[config.mk]
export PLATFORM = sky130hd
export DESIGN_NAME = permutation_bot_dispatcher
export DESIGN_NICKNAME = d
export VERILOG_FILES = /design/src/rtl/permutation_bot_dispatcher.sv
export SDC_FILE = /design/constraint.sdc
export NUM_CORES = 1
export LEC_CHECK = 0
export ABC_AREA = 1
export CAP_MARGIN = 20
export CORE_UTILIZATION = 50
export CTS_CLUSTER_SIZE = 24
export DETAILED_ROUTE_END_ITERATION = 16
export PLACE_DENSITY = 0.87
export SKIP_LAST_GASP = 1
export SLEW_MARGIN = 20
export SYNTH_ARGS = -nofsm -noshare
export SYNTH_HDL_FRONTEND = slang
export SYNTH_SLANG_ARGS = --single-unit
[constraint.sdc]
create_clock -name clk -period 2.2 [get_ports clk]
set_clock_uncertainty 0.1 [all_clocks]
set_input_delay 0.22 -clock clk [delete_from_list [all_inputs] [get_ports clk]]
set_output_delay 0.22 -clock clk [all_outputs]
set_load 0.05 [all_outputs]
[src/rtl/permutation_bot_dispatcher.sv]
// Round-robin arbiter sharing one bot input FIFO among the permutation sub-generators.
// Each grant issues one FIFO read and later produces a load strobe aligned to the returning data.
module permutation_bot_dispatcher #(
    parameter int NUM_PERMUTATORS   = 3,
    parameter int FIFO_READ_LATENCY = 3
) (
    input  logic                       clk,
    input  logic                       rst,
    input  logic                       fifoEmpty,
    output logic                       fifoReadRequest,
    input  logic                       fifoDataValid,
    input  logic [NUM_PERMUTATORS-1:0] botRequest,
    input  logic [NUM_PERMUTATORS-1:0] slowDown,
    output logic [NUM_PERMUTATORS-1:0] loadBot,
    output logic                       loadBotValid,
    output logic [NUM_PERMUTATORS-1:0] pendingMask,
    output logic                       requestOverflow
);

    localparam int N  = NUM_PERMUTATORS;
    localparam int L  = FIFO_READ_LATENCY;
    localparam int PW = (N > 1) ? $clog2(N) : 1;

    logic [N-1:0]  pending;
    logic [N-1:0]  eligible;
    logic [N-1:0]  grant_vec;
    logic [N-1:0]  pipe [0:L];
    logic [PW-1:0] rr_ptr;
    logic [PW-1:0] grant_idx;
    logic [PW-1:0] rr_next;
    logic [PW-1:0] sel;
    logic          grant_any;
    int            scan;

    assign eligible = pending & ~slowDown;

    // Scan starts at the round-robin pointer and wraps modulo N.
    always_comb begin
        grant_vec = '0;
        grant_idx = '0;
        grant_any = 1'b0;
        scan      = 0;
        sel       = '0;
        for (int k = 0; k < N; k++) begin
            scan = int'(rr_ptr) + k;
            if (scan >= N) scan = scan - N;
            sel = PW'(scan);
            if (!grant_any && !fifoEmpty && eligible[sel]) begin
                grant_any      = 1'b1;
                grant_idx      = sel;
                grant_vec[sel] = 1'b1;
            end
        end
    end

    assign rr_next = (grant_idx == PW'(N - 1)) ? '0 : grant_idx + 1'b1;

    always_ff @(posedge clk or negedge rst) begin
        if (!rst) begin
            pending         <= '0;
            rr_ptr          <= '0;
            fifoReadRequest <= 1'b0;
            requestOverflow <= 1'b0;
            for (int k = 0; k <= L; k++) pipe[k] <= '0;
        end else begin
            pending         <= (pending & ~grant_vec) | (botRequest & ~slowDown);
            fifoReadRequest <= grant_any;
            if (grant_any) rr_ptr <= rr_next;
            if (|(botRequest & pending & ~grant_vec)) requestOverflow <= 1'b1;
            pipe[0] <= grant_vec;
            for (int k = 1; k <= L; k++) pipe[k] <= pipe[k-1];
        end
    end

    // Stage 0 holds the grant during the read-request cycle, so stage L meets the data.
    assign loadBot      = pipe[L];
    assign loadBotValid = fifoDataValid & (|pipe[L]);
    assign pendingMask  = pending;

endmodule
==> results.toml <==
[route]
via_density = 5.159
detail_route.drc_violations = 0
detail_route.first_pass.iterations = 4
drt-initial-drc-count = 17
post_route_wl_um = 2001
drtAntennaViolNets = 0
routed_vias = 846
detail_route.wl_per_cell_um = 12.20

[timing]
final.setup.tns_ns = 0
max_freq_ghz = 0.4942
holdWs_ns = 0.1502
post-route-period-util = 0.9197
endpoints_failing_setup = 0
report.final.slew_viol_count = 0
period_minus_ws_final_ns = 2.023
rsz0062_at_grt = "no"
max-slew-margin-rel = 0.6671
worst_slew_pin_slew_ns = 0.4978
final-hold-violation-count = 0

[floorplan]
io-pin-count = 19
horizontal_die_dimension_um = 47.47
design.core.area_um2 = 1962
std_cell_rows = 16
initial_util = 0.5268
dieArea_um2 = 2253
chipHeight_um = 47.47

[critical_path]
crit_path_end_kind = "flip-flop"
path_class = "reg2reg"
worst_r2r_path_depth = 13
worstSetupEndpoint = "requestOverflow$_DFFE_PN0P_"
critical_path.cell_chain = "inv_1, ha_2, inv_2, nand3_2, nand2_2, nor2_2, nor2_4, nand2_4, nand4_1, nand3_1, nand2_1, inv_1, nand2_1"
worst_path_max_delay_cell = "sky130_fd_sc_hd__dfrtp_1"
worstPathBufferInverterCount = 3
worst-r2r-setup-slack_ns = 0.18
worst_setup_path_startpoint = "rr_ptr[0]$_DFFE_PN0P_"
crit_path_start_kind = "flip-flop"
regToRegEndpoint = "requestOverflow$_DFFE_PN0P_"
arrival_ns = 2.12
cp_data_required_time_ns = 2.30
critical_path.reg2reg.startpoint = "rr_ptr[0]$_DFFE_PN0P_"
critPathMaxStageDelay_ns = 0.41
top_delay_family_on_crit_path = "simple AND/OR/NAND/NOR gates"
path_depth = 13
cp_max_fo = 9

[cells_and_area]
area_growth_pct = 22.64
fraction_of_final_layout_cells_with_drive_strength_greater_than_1 = 0.2190
final_core_utilization = 0.6460
ff_latch_area_um2 = 475.5
fill_cells = 175
stdcell_area_um2 = 1267
layout.nets = 152
multi_input_comb_area_um2 = 456.7
n_antenna_cell = 0

[yosys]
ys_seq_elements = 19
synthesis.yosys.warnings = 0
post_synthesis_cells = 116
synth-seq-area-share = 0.4600
mappedNetlistArea_um2 = 1033
net_count_of_the_mapped_netlist = 130
post_synth_num_cell_types = 21
synth.avg_cell_area_um2 = 8.909

[global_route]
grt_max_degree = 20
gr-total-overflow = 0
grt_pass1_wl_um = 3146
first_global_vias = 751
grt_use_total = 0.1992
antenna_found_initial = 0

[place]
detailedPlacementHpwl_um = 1508
portBuffers = 18
placedInstanceArea_um2 = 1230
place_congestion = 0.9558

[run]
max_cap_viol_count = 0

[clock_network]
cts_buffer_depth = 2
numClockSinks = 19
tritoncts.num_buffers = 3
clockRootBuffer = "sky130_fd_sc_hd__clkbuf_4"
clk_pin_slew_ns = 0.10
worst_skew_pair.late_latency_ns = 0.29
cts-hold-fix-buffers = 0
cts_tree = "done"
cts.htree.levels = 1

[hold_path]
hp-class = "in2async"

[status]
status = "finished, final reports clean"

[power]
power.static_leakage_nw = 0.6827
vdd_drop_max_uv = 896.4
power-per-cell-area_nw_per_um2 = 1478
## cells by family after synthesis
family / synth area share
AND/OR/NAND/NOR: 0.3499
buffers and inverters: 0.1005
flip-flops: 0.4601
AO/OA/AOI/OAI: 0.04117
adder cells (fa/ha/maj): 0.04843
## worst register-to-register path, stage by stage (launching register included)
cell	delay [ns]
sky130_fd_sc_hd__dfrtp_1	0.41
sky130_fd_sc_hd__inv_1	0.08
sky130_fd_sc_hd__ha_2	0.37
sky130_fd_sc_hd__inv_2	0.08
sky130_fd_sc_hd__nand3_2	0.08
sky130_fd_sc_hd__nand2_2	0.05
sky130_fd_sc_hd__nor2_2	0.14
sky130_fd_sc_hd__nor2_4	0.07
sky130_fd_sc_hd__nand2_4	0.11
sky130_fd_sc_hd__nand4_1	0.17
sky130_fd_sc_hd__nand3_1	0.12
sky130_fd_sc_hd__nand2_1	0.06
sky130_fd_sc_hd__inv_1	0.05
sky130_fd_sc_hd__nand2_1	0.04
## area by class of cell
| class | count | share of cell area |
|---|---|---|
| Inverter | 18 | 0.06417 |
| Multi-Input combinational cell | 76 | 0.3603 |
| Timing Repair Buffer | 20 | 0.1520 |
| Clock inverter | 1 | 0.003949 |
| Clock buffer | 3 | 0.01777 |
| Sequential cell | 19 | 0.3751 |
| Tap cell | 27 | 0.02665 |
## per-stage QoR
step           power, mW  setup slack (ns)  std cells
2_1_floorplan      1.420            0.3593        116
4_1_cts            1.846            0.1455        163
5_1_grt            2.004           0.01924        164
3_5_place_dp       1.672            0.1627        159
6_report           1.873            0.1767        164
3_3_place_gp       1.641            0.2838        159
## metal layers
layer	track usage	wire, um	part of all wire
met1	0.2471	837	0.42
met2	0.3425	1014	0.51
met3	0.06038	129	0.064
met4	0.04000	20	0.010
met5	0	0	0
## cell usage in the layout (no fill, tap or decap)
master / n
sky130_fd_sc_hd__inv_1: 12
sky130_fd_sc_hd__clkdlybuf4s50_1: 17
sky130_fd_sc_hd__nor2_2: 3
sky130_fd_sc_hd__nand3b_1: 1
sky130_fd_sc_hd__nand2_2: 4
sky130_fd_sc_hd__nand3_1: 17
sky130_fd_sc_hd__ha_1: 3
sky130_fd_sc_hd__nand2_1: 28
sky130_fd_sc_hd__clkinv_2: 1
sky130_fd_sc_hd__o211ai_1: 1
sky130_fd_sc_hd__nand4_2: 1
sky130_fd_sc_hd__a21oi_4: 1
sky130_fd_sc_hd__clkbuf_4: 3
sky130_fd_sc_hd__nor2_4: 2
sky130_fd_sc_hd__bufinv_8: 1
sky130_fd_sc_hd__nand2_4: 2
sky130_fd_sc_hd__inv_2: 5
sky130_fd_sc_hd__dfrtp_1: 19
sky130_fd_sc_hd__o31a_1: 1
sky130_fd_sc_hd__nand4_1: 4
sky130_fd_sc_hd__nor2_1: 2
sky130_fd_sc_hd__buf_4: 3
sky130_fd_sc_hd__o21ai_1: 2
sky130_fd_sc_hd__nand3_2: 3
sky130_fd_sc_hd__ha_2: 1
## report_power, final
part	total (mW)	internal, mW	switching, mW
Sequential	0.540	0.460	0.0798
Clock	0.172	0.0677	0.104
Combinational	1.16	0.417	0.744
Total	1.87	0.945	0.928
## worst min-delay path by stage
| stage | to | slack [ns] | from | depth (start not counted) |
|---|---|---|---|---|
| floorplan | fifoReadRequest$_DFF_PN0_ | -0.18 | rst | 0 |
| CTS | rr_ptr[0]$_DFFE_PN0P_ | 0.16 | rst | 2 |
| global route | fifoReadRequest$_DFF_PN0_ | 0.16 | rst | 2 |
| global placement | pipe[8]$_DFF_PN0_ | 0.23 | pipe[11]$_DFF_PN0_ | 0 |
| finish | pipe[4]$_DFF_PN0_ | 0.15 | rst | 2 |
| detailed placement | loadBot[1]$_DFF_PN0_ | 0.23 | pipe[4]$_DFF_PN0_ | 0 |
## sequential cells by signal, indices dropped and copies added, names as in the netlist
signal,flops
rr_ptr,2
requestOverflow,1
fifoReadRequest,1
pipe,9
loadBot,3
pendingMask,3
## cell usage after synthesis, drive strengths merged
library cell | instances | share of area
a21oi | 1 | 0.016
buf | 3 | 0.022
bufinv | 1 | 0.017
dfrtp | 19 | 0.46
ha | 4 | 0.048
inv | 17 | 0.062
nand2 | 34 | 0.15
nand3 | 20 | 0.11
nand3b | 1 | 0.0073
nand4 | 5 | 0.036
nor2 | 7 | 0.047
o211ai | 1 | 0.0073
o21ai | 2 | 0.0097
o31a | 1 | 0.0085
## what timing repair did
item	in CTS	in global routing
setup buffers	0	1
gates resized for setup	0	1
setup endpoints to repair	0	2
Note: power is estimated with default switching activity, not from simulation.
